$ cat src/rtl/mulbus_pkg.sv
// Shared constants and state types for the multiplier-peripheral bus initiator.
package mulbus_pkg;

  localparam logic [15:0] ADDR_A1   = 16'h0380;
  localparam logic [15:0] ADDR_A2   = 16'h0388;
  localparam logic [15:0] ADDR_W    = 16'h0390;
  localparam logic [15:0] ADDR_L    = 16'h0398;
  localparam logic [15:0] ADDR_CTRL = 16'h03A0;

  localparam logic [1:0] STATUS_DONE = 2'b11;

  typedef enum logic [2:0] {
    ST_IDLE,
    ST_WR_A1,
    ST_WR_A2,
    ST_WR_GO,
    ST_POLL,
    ST_RD_W,
    ST_RD_L,
    ST_RESP
  } seq_state_t;

  typedef enum logic [1:0] {
    PH_IDLE,
    PH_SETUP,
    PH_STROBE,
    PH_HOLD
  } phase_t;

endpackage

$ cat src/rtl/mulbus_access.sv
// Single strobe-bus access engine: setup, strobe and hold phases, all bus
// outputs driven straight from flops.
module mulbus_access
  import mulbus_pkg::*;
#(
  parameter int SETUP_CYCLES  = 1,
  parameter int STROBE_CYCLES = 2
) (
  input  logic        clk,
  input  logic        n_reset,
  input  logic        start,
  input  logic        rnw,
  input  logic [15:0] addr,
  input  logic [31:0] wdata,
  output logic        done,
  output logic [31:0] rdata,
  output logic [15:0] m_saddress,
  output logic        m_srd,
  output logic        m_swr,
  output logic [31:0] m_wdata,
  input  logic [31:0] m_rdata
);

  localparam int CNT_MAX = (SETUP_CYCLES > STROBE_CYCLES) ? SETUP_CYCLES : STROBE_CYCLES;
  localparam int CW      = $clog2(CNT_MAX + 1);

  phase_t          phase;
  logic [CW-1:0]   cnt;
  logic            rnw_q;

  // A new access may start in the hold cycle of the previous one, so
  // consecutive accesses have no idle gap.
  always_ff @(posedge clk or negedge n_reset) begin
    if (!n_reset) begin
      phase      <= PH_IDLE;
      cnt        <= '0;
      rnw_q      <= 1'b0;
      m_saddress <= '0;
      m_wdata    <= '0;
      m_srd      <= 1'b0;
      m_swr      <= 1'b0;
    end else begin
      case (phase)
        PH_IDLE, PH_HOLD: begin
          if (start) begin
            phase      <= PH_SETUP;
            cnt        <= '0;
            rnw_q      <= rnw;
            m_saddress <= addr;
            m_wdata    <= wdata;
          end else begin
            phase <= PH_IDLE;
          end
        end
        PH_SETUP: begin
          if (cnt == CW'(SETUP_CYCLES - 1)) begin
            phase <= PH_STROBE;
            cnt   <= '0;
            m_srd <= rnw_q;
            m_swr <= !rnw_q;
          end else begin
            cnt <= cnt + 1'b1;
          end
        end
        PH_STROBE: begin
          if (cnt == CW'(STROBE_CYCLES - 1)) begin
            phase <= PH_HOLD;
            cnt   <= '0;
            m_srd <= 1'b0;
            m_swr <= 1'b0;
          end else begin
            cnt <= cnt + 1'b1;
          end
        end
        default: phase <= PH_IDLE;
      endcase
    end
  end

  // Read data is taken by the sequencer at the end of the hold cycle.
  assign done  = (phase == PH_HOLD);
  assign rdata = m_rdata;

endmodule

$ cat src/rtl/mulbus_initiator.sv
// Runs the complete multiply register sequence on the peripheral strobe bus
// for one command at a time and returns product low word and popcount.
module mulbus_initiator
  import mulbus_pkg::*;
#(
  parameter int SETUP_CYCLES  = 1,
  parameter int STROBE_CYCLES = 2,
  parameter int POLL_LIMIT    = 64
) (
  input  logic        clk,
  input  logic        n_reset,
  input  logic        cmd_valid,
  output logic        cmd_ready,
  input  logic [23:0] cmd_a1,
  input  logic [23:0] cmd_a2,
  output logic        rsp_valid,
  input  logic        rsp_ready,
  output logic [31:0] rsp_w,
  output logic [23:0] rsp_l,
  output logic        rsp_timeout,
  output logic [15:0] m_saddress,
  output logic        m_srd,
  output logic        m_swr,
  output logic [31:0] m_wdata,
  input  logic [31:0] m_rdata
);

  localparam int PW = $clog2(POLL_LIMIT + 1);

  seq_state_t      state;
  logic [23:0]     a2_reg;
  logic [PW-1:0]   poll_cnt;

  logic            acc_start;
  logic            acc_rnw;
  logic [15:0]     acc_addr;
  logic [31:0]     acc_wdata;
  logic            acc_done;
  logic [31:0]     acc_rdata;
  logic            status_done;
  logic            poll_last;

  assign status_done = (acc_rdata[1:0] == STATUS_DONE);
  assign poll_last   = (poll_cnt == PW'(POLL_LIMIT - 1));

  // Next access is requested in the same cycle the current one completes.
  // A1 goes straight from the command port into the engine's data flop.
  always_comb begin
    acc_start = 1'b0;
    acc_rnw   = 1'b0;
    acc_addr  = '0;
    acc_wdata = '0;
    case (state)
      ST_IDLE: if (cmd_valid && cmd_ready) begin
        acc_start = 1'b1;
        acc_addr  = ADDR_A1;
        acc_wdata = {8'h0, cmd_a1};
      end
      ST_WR_A1: if (acc_done) begin
        acc_start = 1'b1;
        acc_addr  = ADDR_A2;
        acc_wdata = {8'h0, a2_reg};
      end
      ST_WR_A2: if (acc_done) begin
        acc_start = 1'b1;
        acc_addr  = ADDR_CTRL;
      end
      ST_WR_GO: if (acc_done) begin
        acc_start = 1'b1;
        acc_rnw   = 1'b1;
        acc_addr  = ADDR_CTRL;
      end
      ST_POLL: if (acc_done && (status_done || !poll_last)) begin
        acc_start = 1'b1;
        acc_rnw   = 1'b1;
        acc_addr  = status_done ? ADDR_W : ADDR_CTRL;
      end
      ST_RD_W: if (acc_done) begin
        acc_start = 1'b1;
        acc_rnw   = 1'b1;
        acc_addr  = ADDR_L;
      end
      default: ;
    endcase
  end

  always_ff @(posedge clk or negedge n_reset) begin
    if (!n_reset) begin
      state       <= ST_IDLE;
      a2_reg      <= '0;
      poll_cnt    <= '0;
      cmd_ready   <= 1'b1;
      rsp_valid   <= 1'b0;
      rsp_w       <= '0;
      rsp_l       <= '0;
      rsp_timeout <= 1'b0;
    end else begin
      case (state)
        ST_IDLE: if (cmd_valid && cmd_ready) begin
          a2_reg      <= cmd_a2;
          poll_cnt    <= '0;
          cmd_ready   <= 1'b0;
          rsp_w       <= '0;
          rsp_l       <= '0;
          rsp_timeout <= 1'b0;
          state       <= ST_WR_A1;
        end
        ST_WR_A1: if (acc_done) state <= ST_WR_A2;
        ST_WR_A2: if (acc_done) state <= ST_WR_GO;
        ST_WR_GO: if (acc_done) state <= ST_POLL;
        ST_POLL: if (acc_done) begin
          if (status_done) begin
            state <= ST_RD_W;
          end else begin
            poll_cnt <= poll_cnt + 1'b1;
            if (poll_last) begin
              rsp_timeout <= 1'b1;
              rsp_w       <= '0;
              rsp_l       <= '0;
              rsp_valid   <= 1'b1;
              state       <= ST_RESP;
            end
          end
        end
        ST_RD_W: if (acc_done) begin
          rsp_w <= acc_rdata;
          state <= ST_RD_L;
        end
        ST_RD_L: if (acc_done) begin
          rsp_l     <= acc_rdata[23:0];
          rsp_valid <= 1'b1;
          state     <= ST_RESP;
        end
        ST_RESP: if (rsp_ready) begin
          rsp_valid <= 1'b0;
          cmd_ready <= 1'b1;
          state     <= ST_IDLE;
        end
        default: state <= ST_IDLE;
      endcase
    end
  end

  mulbus_access #(
    .SETUP_CYCLES  (SETUP_CYCLES),
    .STROBE_CYCLES (STROBE_CYCLES)
  ) u_access (
    .clk        (clk),
    .n_reset    (n_reset),
    .start      (acc_start),
    .rnw        (acc_rnw),
    .addr       (acc_addr),
    .wdata      (acc_wdata),
    .done       (acc_done),
    .rdata      (acc_rdata),
    .m_saddress (m_saddress),
    .m_srd      (m_srd),
    .m_swr      (m_swr),
    .m_wdata    (m_wdata),
    .m_rdata    (m_rdata)
  );

endmodule

$ cat config.mk
export PLATFORM = sky130hd
export DESIGN_NAME = mulbus_initiator
export DESIGN_NICKNAME = d
export VERILOG_FILES = /design/src/rtl/mulbus_pkg.sv /design/src/rtl/mulbus_access.sv /design/src/rtl/mulbus_initiator.sv
export SDC_FILE = /design/constraint.sdc
export NUM_CORES = 1
export LEC_CHECK = 0
export BUFFER_PORTS_ARGS = -buffer_cell sky130_fd_sc_hd__buf_2
export CAP_MARGIN = 20
export CORE_AREA = 4 4 112 114
export CTS_CLUSTER_DIAMETER = 120
export CTS_CLUSTER_SIZE = 25
export DETAILED_ROUTE_END_ITERATION = 16
export DIE_AREA = 0 0 116 118
export GPL_TIMING_DRIVEN = 0
export PLACE_DENSITY = 0.79
export SYNTH_ARGS = -nofsm -noshare
export SYNTH_HDL_FRONTEND = slang
export SYNTH_SLANG_ARGS = --single-unit
$ cat constraint.sdc
create_clock -name clk -period 2 [get_ports clk]
set_clock_uncertainty 0.05 [all_clocks]
set_input_delay 0.2 -clock clk [delete_from_list [all_inputs] [get_ports clk]]
set_output_delay 0.2 -clock clk [all_outputs]
set_load 0.01 [all_outputs]
==> metrics, run 1 <==
largest net degree at the start of global routing=68; Slew @ Worst Pin=604.7 ps; wire length on met1=6.551 mm; Final Wtd Congestion=0.9017; Max H-tree Level=4; Area growth syn-to-layout=43.58%; Tot Pwr=10750 uW; final antenna-violating net count=0; Peak VDD IR=0.9938 mV; grt total ovfl=0; worst reg2reg path depth=8; port bufs=174; Top reg by flops=rsp_w; highest clock rate=0.5120 GHz; leading register cell type out of synthesis=dfrtp_1; post-synth top area cell=dfrtp_1; number of global-route vias before repair=5519; Final min period=1953 ps; top routing layer in use=met4; Post-synth EDFFs=0; Synth Cell Area=0.005697 sq mm; clk slew on worst S/H paths=50 ps; HPWL Detailed=10.93 mm; Core Footprint=0.01142 sq mm; Tot GR Track Use=0.2523; total negative slack=0 ps; Die W=116 um; Vias/cell=5.402; Largest stage delay, worst path=400 ps; Clk Latency, worst-skew pair=410 ps; clock root buffer=clkbuf_16; most used cell, CP=buf_6; Slew HR=0.5968; Worst EP required=2280 ps; Mapped Cells=510; first-pass GRT wire length=27.37 mm; Pins Over Slew Limit=0; Largest register FFs=32; met2 WL post-DR=8.325 mm; die height=118 um; DR iter-0 viols=532; PwrDens=1315 mW/mm^2; crit path from=poll_cnt[0]; Seq/Total Area, Yosys=0.5625; io pins=193; Crit Path Max Fanout=10; DRC violations left=0; initial antenna violation count=0; Reg2Reg Setup Slack=50 ps; top cell type's share of synthesized area=0.5579; Synth cell types=50; hold path cells=2; share of layout cells above drive strength 1=0.3917; Ant. Diodes=0; unrepaired setup endpoints after global routing=true; total CTS buffers=17; Layout Nets=874; worst setup path end=rsp_l[14]; status=complete, no violations; TritonCTS clock tree=yes; CP startpoint kind=flip-flop; WL per Instance=18.20 um; WL final=17.05 mm; max-cap violations=0; Initial Utilization=0.4989; Cell Chain, Critical Path=ha_4 -> and3_4 -> nand4_4 -> a221oi_4 -> buf_6 -> buf_6 -> nand3_1 -> o21ai_2; syn_area_per_cell=11.17 sq um; clk sinks=128; top cells by area, synth=dfrtp_1, a22o_1, mux2_2; worst-case clock buffer depth=2; Worst R2R End=rsp_l[14]; critical path's slowest cell=dfrtp_1; final hold viol count=0; Worst Path Class, Setup=flip-flop to flip-flop; total iterations of the first detailed-routing run=5; critical path endpoint category=flip-flop; # setup viols final=0; Hold Worst Slack=16.93 ps; arrival time at the worst endpoint=2240 ps; Async SR Flop Fraction=1.000; HP Class=primary input to flip-flop; Critical R2R Launch=poll_cnt[0]; number of synthesized register bits=128; # rows=39; wire length on met3=1.795 mm; P_leak=0.004180 uW; vias post-DR=5062; die footprint=0.01369 sq mm; Warnings, synthesis=0; Tcrit/Tclk final=0.9766
## layout make-up
cell class                      instances  area, sq um
Clock buffer                           24        481.7
Fill cell                             753         3239
Tap cell                              143        178.9
Buffer                                 52        404.1
Multi-Input combinational cell        312         2115
Sequential cell                       128         3207
Inverter                               33        123.9
Timing Repair Buffer                  239         1539
Clock inverter                          6        130.1
## synthesized netlist by cell type (5+ instances only)
cell / count
nor2_1: 16
a22o_1: 33
inv_1: 32
ha_1: 7
a22oi_1: 25
o21ai_1: 25
buf_4: 24
buf_6: 10
mux2_2: 25
a21oi_1: 8
o21ai_0: 33
clkbuf_1: 5
dfrtp_1: 127
buf_2: 15
nand2_1: 44
nand3_1: 29
xor2_1: 5
## timing repair
item,in CTS,in global routing
hold buffers,53,0
hold endpoints to repair,124,0
buffers inserted,1,8
cloned,1,1
endpoints found under the setup margin,81,88
pin swaps,1,5
resized for setup,9,16
## where the power goes
part / total, uW / switching [uW] / internal, uW / leakage (uW)
combinational: 3510 / 1910 / 1600 / 0.00214
clock: 3220 / 1060 / 2170 / 0.000300
sequential: 4020 / 582 / 3430 / 0.00174
## worst min-delay path by stage
stage                end         from  slack (ps)
5_1_grt        rsp_w[10]  m_rdata[10]          20
3_3_place_gp   rsp_w[28]  m_rdata[28]         380
4_1_cts        rsp_w[10]  m_rdata[10]           5
3_5_place_dp   rsp_l[11]      n_reset         180
2_1_floorplan  a2_reg[0]      n_reset        -150
6_report       rsp_w[10]  m_rdata[10]          20
## worst max-delay path: cells and delay by family (launching register included)
| family | cells | cell delay (ps) |
|---|---|---|
| fa+ha+maj | 1 | 160 |
| buf+inv | 2 | 300 |
| simple gates | 3 | 500 |
| flops | 1 | 400 |
| compound gates | 2 | 460 |
## cell families (layout without fill, tap and decap cells)
family,after synthesis,count (layout),share of synthesized area
AO/OA/AOI/OAI,143,143,0.1709
XOR/XNOR,5,5,0.007687
adder cells (fa/ha/maj),7,7,0.01537
buffers and inverters,87,354,0.08961
flip-flops,128,128,0.5625
multiplexers,26,26,0.05337
other,1,18,0.0006583
AND/OR/NAND/NOR,113,113,0.09993
## placed cells by master (no fill, tap or decap), types with 3 or more instances in the layout
cell,instances
nor2_1,15
clkbuf_8,3
buf_2,185
buf_6,11
dfrtp_1,125
nor2b_1,3
buf_4,33
mux2_2,25
a22o_1,33
a21oi_1,8
clkbuf_16,18
xor2_1,5
bufinv_16,4
a22oi_1,25
conb_1,18
nand4_1,3
dlygate4sd3_1,53
o21ai_0,33
clkbuf_1,5
nand2_1,43
inv_1,32
nand3_1,29
nor3_1,3
ha_1,5
o21ai_1,24
## through the flow
stage | util | setup slack, ps | area (sq um) | cells
5_1_grt | 0.7163 | -33.58 | 8179 | 937
6_report | 0.7163 | 46.72 | 8179 | 937
3_3_place_gp | 0.5964 | -928.4 | 6810 | 844
3_5_place_dp | 0.5994 | -89.70 | 6844 | 845
2_1_floorplan | - | 184.3 | 5761 | 527
4_1_cts | 0.7045 | 1.794 | 8044 | 930
## metal layers
layer / up-vias / GRT usage
met2: 270 / 0.4194
met3: 46 / 0.09357
li1: 2310 / -
met5: - / 0
met1: 2436 / 0.2925
met4: 0 / 0.09935
Power figures use the tool's default switching activity.
==> run 2, diff against run 1 <==
--- a/config.mk
+++ b/config.mk
@@ -5,15 +5,17 @@
 export SDC_FILE = /design/constraint.sdc
 export NUM_CORES = 1
 export LEC_CHECK = 0
+export ABC_CLOCK_PERIOD_IN_PS = 2000
 export BUFFER_PORTS_ARGS = -buffer_cell sky130_fd_sc_hd__buf_2
 export CAP_MARGIN = 20
-export CORE_AREA = 4 4 112 114
+export CORE_AREA = 4 4 119 121
 export CTS_CLUSTER_DIAMETER = 120
 export CTS_CLUSTER_SIZE = 25
 export DETAILED_ROUTE_END_ITERATION = 16
-export DIE_AREA = 0 0 116 118
+export DIE_AREA = 0 0 123 125
 export GPL_TIMING_DRIVEN = 0
-export PLACE_DENSITY = 0.79
+export PLACE_DENSITY = 0.78
 export SYNTH_ARGS = -nofsm -noshare
 export SYNTH_HDL_FRONTEND = slang
+export SYNTH_HIERARCHICAL = 1
 export SYNTH_SLANG_ARGS = --single-unit
==> metrics, run 2 <==
arrival time at the worst endpoint=2330 ps; critical path's slowest cell=dfrtp_1; net switching power=1369 uW; dpl ws=-235.3 ps; Mapped Cells=539; Ant. Diodes=0; Slew @ Worst Pin=584.3 ps; Pins Over Slew Limit=0; switching share of power=0.2128; Hold Path Sink=cmd_ready; Tot GR Track Use=0.2336; total CTS buffers=17; Synth cell types=50; hold path cells=3; final setup margin=-79.15 ps; number of synthesized register bits=148; clock root buffer=clkbuf_16; # rows=42; top cell type's share of synthesized area=0.5523; Seq/Total Area, Yosys=0.5563; Post-synth EDFFs=0; final hold viol count=0; Async SR Flop Fraction=1.000; Layout Nets=903; Vias/cell=5.251; Worst EP required=2250 ps; grt total ovfl=0; Peak VDD IR=0.5000 mV; Max H-tree Level=4; max-cap violations=0; port bufs=160; unrepaired setup endpoints after global routing=true; top-count cell post-synth=dfrtp_1; Initial Utilization=0.5090; Largest stage delay, worst path=410 ps; Seq pwr share=0.466; worst-case clock buffer depth=2; # setup viols final=51; number of global-route vias before repair=5569; clk sinks=148; share of layout cells above drive strength 1=0.4145; PwrDens=694.9 mW/mm^2; Hold Worst Slack=34.52 ps; HPWL Detailed=11.59 mm; die footprint=0.01538 sq mm; P_leak=0.005142 uW; HP Class=primary input to flip-flop; Clk Latency, worst-skew pair=420 ps; Clk pwr share=0.489; Critical R2R Launch=poll_cnt[0]; Warnings, synthesis=6; Core Footprint=0.01309 sq mm; status=finished with violations; first-pass GRT wire length=28.16 mm; Crit Path Max Fanout=10; highest clock rate=0.4810 GHz; DRC violations left=0; Comb power frac=0.045; Reg2Reg Setup Slack=-80 ps; Final Wtd Congestion=0.8599; die height=125 um; CP startpoint kind=flip-flop; failing checks=setup timing; syn_area_per_cell=12.36 sq um; io pins=193; DR iter-0 viols=382; commonest non-fill, non-tap cell in the layout=buf_2; WL per Instance=17.85 um; total iterations of the first detailed-routing run=5; leading register cell type out of synthesis=dfrtp_1; top cells by area, synth=dfrtp_1, mux2_4, a22o_1; Slew HR=0.6105; worst reg2reg path depth=8; clk slew on worst S/H paths=60 ps; TritonCTS clock tree=yes; largest net degree at the start of global routing=88; Area growth syn-to-layout=38.94%; initial antenna violation count=0; Worst R2R End=u_access/m_wdata[26]; Cell Chain, Critical Path=ha_4 -> nand3b_1 -> nor3_2 -> o211ai_1 -> o221a_2 -> nand2_8 -> buf_12 -> mux2_4; Worst Path Class, Setup=flip-flop to flip-flop; post-synth top area cell=dfrtp_1; Tcrit/Tclk final=1.040; critical path endpoint category=flip-flop; Final min period=2079 ps; Worst Hold Launch=rsp_ready; final antenna-violating net count=0; largest registers=rsp_w x32, u_access/m_wdata x32; top post-synthesis cells by count=dfrtp_1, nand2_1, a22o_1, mux2_4, buf_4; Internal Power=5062 uW; most frequent cells in the layout=buf_2, dfrtp_1, nand2_1, a22o_1, dlygate4sd3_1; WL final=17.87 mm; vias post-DR=5256; Synth Cell Area=0.006660 sq mm; Die W=123 um
run 2: cell types whose count changed after synthesis, moves of 23 or more:
cell / change
mux2_4: +49
a22o_1: +47
nand2_1: +41
o21ai_0: -26
a22oi_1: -23
mux2_2: -23
nand3_1: -23
o21ai_1: -23
run 2: cell families after synthesis:
group                      count (synthesis)  share of synthesized area
other                                      1                  0.0005631
DFF                                      148                     0.5563
buffers and inverters                     77                    0.07195
AOI/OAI and AO/OA                        124                     0.1510
muxes                                     54                     0.1187
adders and majority gates                  7                    0.01315
and+or+nand+nor                          128                    0.08830
run 2: power groups by stage:
stage | clock (uW) | combinational [uW] | sequential, uW
floorplan | 0 | 62.9 | 3050
global placement | 0 | 182 | 3050
detailed placement | 0 | 195 | 3050
CTS | 3190 | 283 | 2990
global route | 3330 | 317 | 2990
finish | 3150 | 288 | 2990
run 2: what timing repair did:
| action | 4_1_cts | 5_1_grt |
|---|---|---|
| setup buffers | 14 | 4 |
| cloned | 1 | 1 |
| gates resized for setup | 18 | 14 |
| hold buffers | 57 | 0 |
| endpoints found under the setup margin | 100 | 110 |
| pin swaps | 5 | 2 |
| hold endpoints to repair | 140 | 0 |
run 2: cell type report:
type,instances,area [sq um]
buffer,65,494.2
clock buffer,21,460.4
clock inverter,11,127.6
fill,870,3831
inverter,11,41.29
multi-input combinational,331,2611
sequential,148,3706
tap,176,220.2
timing repair buffer,238,1593
run 2: per-layer routing:
layer  vias up  GRT usage  share of wire
li1       2426          -              -
met1      2584     0.2931           0.42
met2       215     0.3857           0.49
met3        31    0.07091          0.077
met4         0    0.07752          0.016
met5         -          0              0
run 2: critical path, delay by kind of cell, from the launching register on:
family,cells,cell delay (ps)
fa+ha+maj,1,170
mux,1,310
simple gates,3,320
compound gates,2,500
flops,1,410
buf+inv,1,200
run 2: worst max-delay path by stage:
stage | cells past startpoint | startpoint | end
after floorplan | 8 | poll_cnt[0] | u_access/m_saddress[0]
final | 8 | poll_cnt[0] | u_access/m_wdata[26]
after CTS | 8 | poll_cnt[1] | u_access/m_wdata[26]
after detailed placement | 9 | poll_cnt[0] | u_access/phase[0]
after global routing | 8 | poll_cnt[1] | u_access/m_wdata[12]
after global placement | 1 | n_reset | rsp_w[15]
run 2: metrics by stage:
stage | cells | total power (uW) | cell area, sq um | utilization | TNS [ps]
after floorplan | 556 | 3113 | 6760 | - | 0
after global placement | 892 | 3231 | 7781 | 0.5947 | -196470
after detailed placement | 893 | 3244 | 7815 | 0.5972 | -14520
after CTS | 996 | 6472 | 9181 | 0.7017 | -1351
after global routing | 1001 | 6643 | 9254 | 0.7072 | -10630
final | 1001 | 6430 | 9254 | 0.7072 | -3061
==> run 3, diff against run 2 <==
--- a/config.mk
+++ b/config.mk
@@ -8,13 +8,15 @@
 export ABC_CLOCK_PERIOD_IN_PS = 2000
 export BUFFER_PORTS_ARGS = -buffer_cell sky130_fd_sc_hd__buf_2
 export CAP_MARGIN = 20
-export CORE_AREA = 4 4 119 121
+export CORE_AREA = 4 4 98 146
 export CTS_CLUSTER_DIAMETER = 120
 export CTS_CLUSTER_SIZE = 25
 export DETAILED_ROUTE_END_ITERATION = 16
-export DIE_AREA = 0 0 123 125
+export DIE_AREA = 0 0 102 150
 export GPL_TIMING_DRIVEN = 0
-export PLACE_DENSITY = 0.78
+export HOLD_SLACK_MARGIN = 0.12
+export PLACE_DENSITY = 0.79
+export REMOVE_ABC_BUFFERS = 1
 export SYNTH_ARGS = -nofsm -noshare
 export SYNTH_HDL_FRONTEND = slang
 export SYNTH_HIERARCHICAL = 1
==> metrics, run 3 (synthesis results as in run 2) <==
status=finished with violations; failing checks=setup timing; # setup viols final=72; Die W=102 um; worst reg2reg path depth=8; grt total ovfl=0; Seq pwr share=0.470; number of global-route vias before repair=6133; most frequent cells in the layout=buf_2, dfrtp_1, nand2_1, dlygate4sd3_1, a22o_1; WL per Instance=20.73 um; Internal Power=4814 uW; final hold viol count=0; net switching power=1558 uW; Reg2Reg Setup Slack=-150 ps; Final Wtd Congestion=0.9104; Comb power frac=0.049; vias post-DR=5628; commonest non-fill, non-tap cell in the layout=buf_2; Layout Nets=919; DR iter-0 viols=285; total CTS buffers=17; highest clock rate=0.4661 GHz; die height=150 um; initial antenna violation count=0; Vias/cell=5.622; critical path endpoint category=flip-flop; Final min period=2146 ps; Clk Latency, worst-skew pair=410 ps; Worst Path Class, Setup=flip-flop to flip-flop; clk slew on worst S/H paths=70 ps; Crit Path Max Fanout=9; hold path cells=3; Pins Over Slew Limit=0; max-cap violations=0; arrival time at the worst endpoint=2390 ps; unrepaired setup endpoints after global routing=true; port bufs=192; DRC violations left=0; PwrDens=669.3 mW/mm^2; clk sinks=148; Area growth syn-to-layout=42.96%; Core Footprint=0.01302 sq mm; io pins=193; total iterations of the first detailed-routing run=5; Peak VDD IR=0.4597 mV; Slew HR=0.5031; P_leak=0.005225 uW; largest registers=rsp_w x32, u_access/m_wdata x32; TritonCTS clock tree=yes; Tot Pwr=6373 uW; HPWL Detailed=10.99 mm; die footprint=0.01530 sq mm; Hold Path Sink=u_access/m_wdata[16]; Worst EP required=2250 ps; largest net degree at the start of global routing=80; Tot GR Track Use=0.2632; final setup margin=-145.6 ps; share of layout cells above drive strength 1=0.4162; switching share of power=0.2446; first-pass GRT wire length=31.04 mm; HP Class=primary input to flip-flop; Slew @ Worst Pin=745.3 ps; Critical R2R Launch=poll_cnt[0]; Tcrit/Tclk final=1.073; Worst R2R End=u_access/m_wdata[30]; Hold Worst Slack=140.2 ps; WL final=20.75 mm; # rows=51; worst-case clock buffer depth=2; Max H-tree Level=4; Initial Utilization=0.5116; Worst Hold Launch=cmd_a1[16]; Clk pwr share=0.482; final antenna-violating net count=0; CP startpoint kind=flip-flop; clock root buffer=clkbuf_16
run 3: cell types whose count changed in the layout (fill, tap and decap cells not counted), sizes merged:
| cell | before | now |
|---|---|---|
| buf | 238 | 234 |
| bufinv | 2 | 0 |
| clkbuf | 29 | 18 |
| clkinv | 5 | 4 |
| clkinvlp | 3 | 1 |
| diode | 0 | 1 |
| dlygate4sd3 | 57 | 82 |
| inv | 12 | 21 |
| nand2 | 86 | 87 |
| nor2 | 7 | 8 |
run 3: per-layer routing:
metal	wire, um	part of all wire	vias up	global-route usage
li1	-	-	2459	-
met1	7504	0.36	2766	0.3055
met2	10750	0.52	333	0.4492
met3	1704	0.082	70	0.07369
met4	785	0.038	0	0.1142
met5	0	0	-	0
run 3: cell type report:
cell class              count  area [sq um]
inverters                  11         41.29
diodes                      1         2.502
flip-flops and latches    148          3711
multi-input cells         333          2704
well taps                 159         198.9
clock inverters            15         135.1
fillers                   784          3496
clock buffers              17         425.4
repair buffers            317          2303
run 3: timing repair:
| item | 4_1_cts | 5_1_grt |
|---|---|---|
| hold buffers | 82 | 0 |
| pin swaps | 7 | 6 |
| gates resized for setup | 24 | 18 |
| buffers inserted | 20 | 13 |
| endpoints found under the hold margin | 183 | 0 |
| cloned | 4 | 1 |
| setup endpoints to repair | 117 | 95 |
run 3: power groups by stage:
stage	combinational [uW]	clock, uW	sequential, uW
floorplan	12.4	0	3050
global placement	159	0	3050
detailed placement	173	0	3050
CTS	297	3110	2990
global route	339	3240	2990
finish	311	3070	2990
run 3: how the worst max path moves through the flow:
stage                start                 endpoint  slack [ps]
2_1_floorplan     state[0]   u_access/m_saddress[0]       -1490
3_3_place_gp      state[0]     u_access/m_wdata[22]       -2360
5_1_grt        poll_cnt[0]     u_access/m_wdata[12]        -250
3_5_place_dp      state[0]      u_access/m_wdata[1]       -1570
4_1_cts        poll_cnt[0]  u_access/m_saddress[12]        -120
6_report       poll_cnt[0]     u_access/m_wdata[30]        -150
run 3: metrics by stage:
stage / setup WS [ps] / utilization / cells / cell area, sq um / setup TNS (ps)
after global placement: -2356 / 0.5720 / 841 / 7446 / -378060
after CTS: -120.7 / 0.7153 / 986 / 9311 / -5055
after detailed placement: -1573 / 0.5854 / 848 / 7620 / -86510
final: -145.6 / 0.7314 / 1001 / 9522 / -6683
after floorplan: -1486 / - / 490 / 6286 / -88330
after global routing: -247.5 / 0.7313 / 1000 / 9519 / -14290
run 3: critical path, cell delays in order (launching register included):
cell and delay (ps):
dfrtp_1 420, ha_4 180, nand3b_1 170, nor3_4 70, o211ai_1 190, o221a_2 290
nand2_8 120, clkbuf_16 230, mux2_4 290
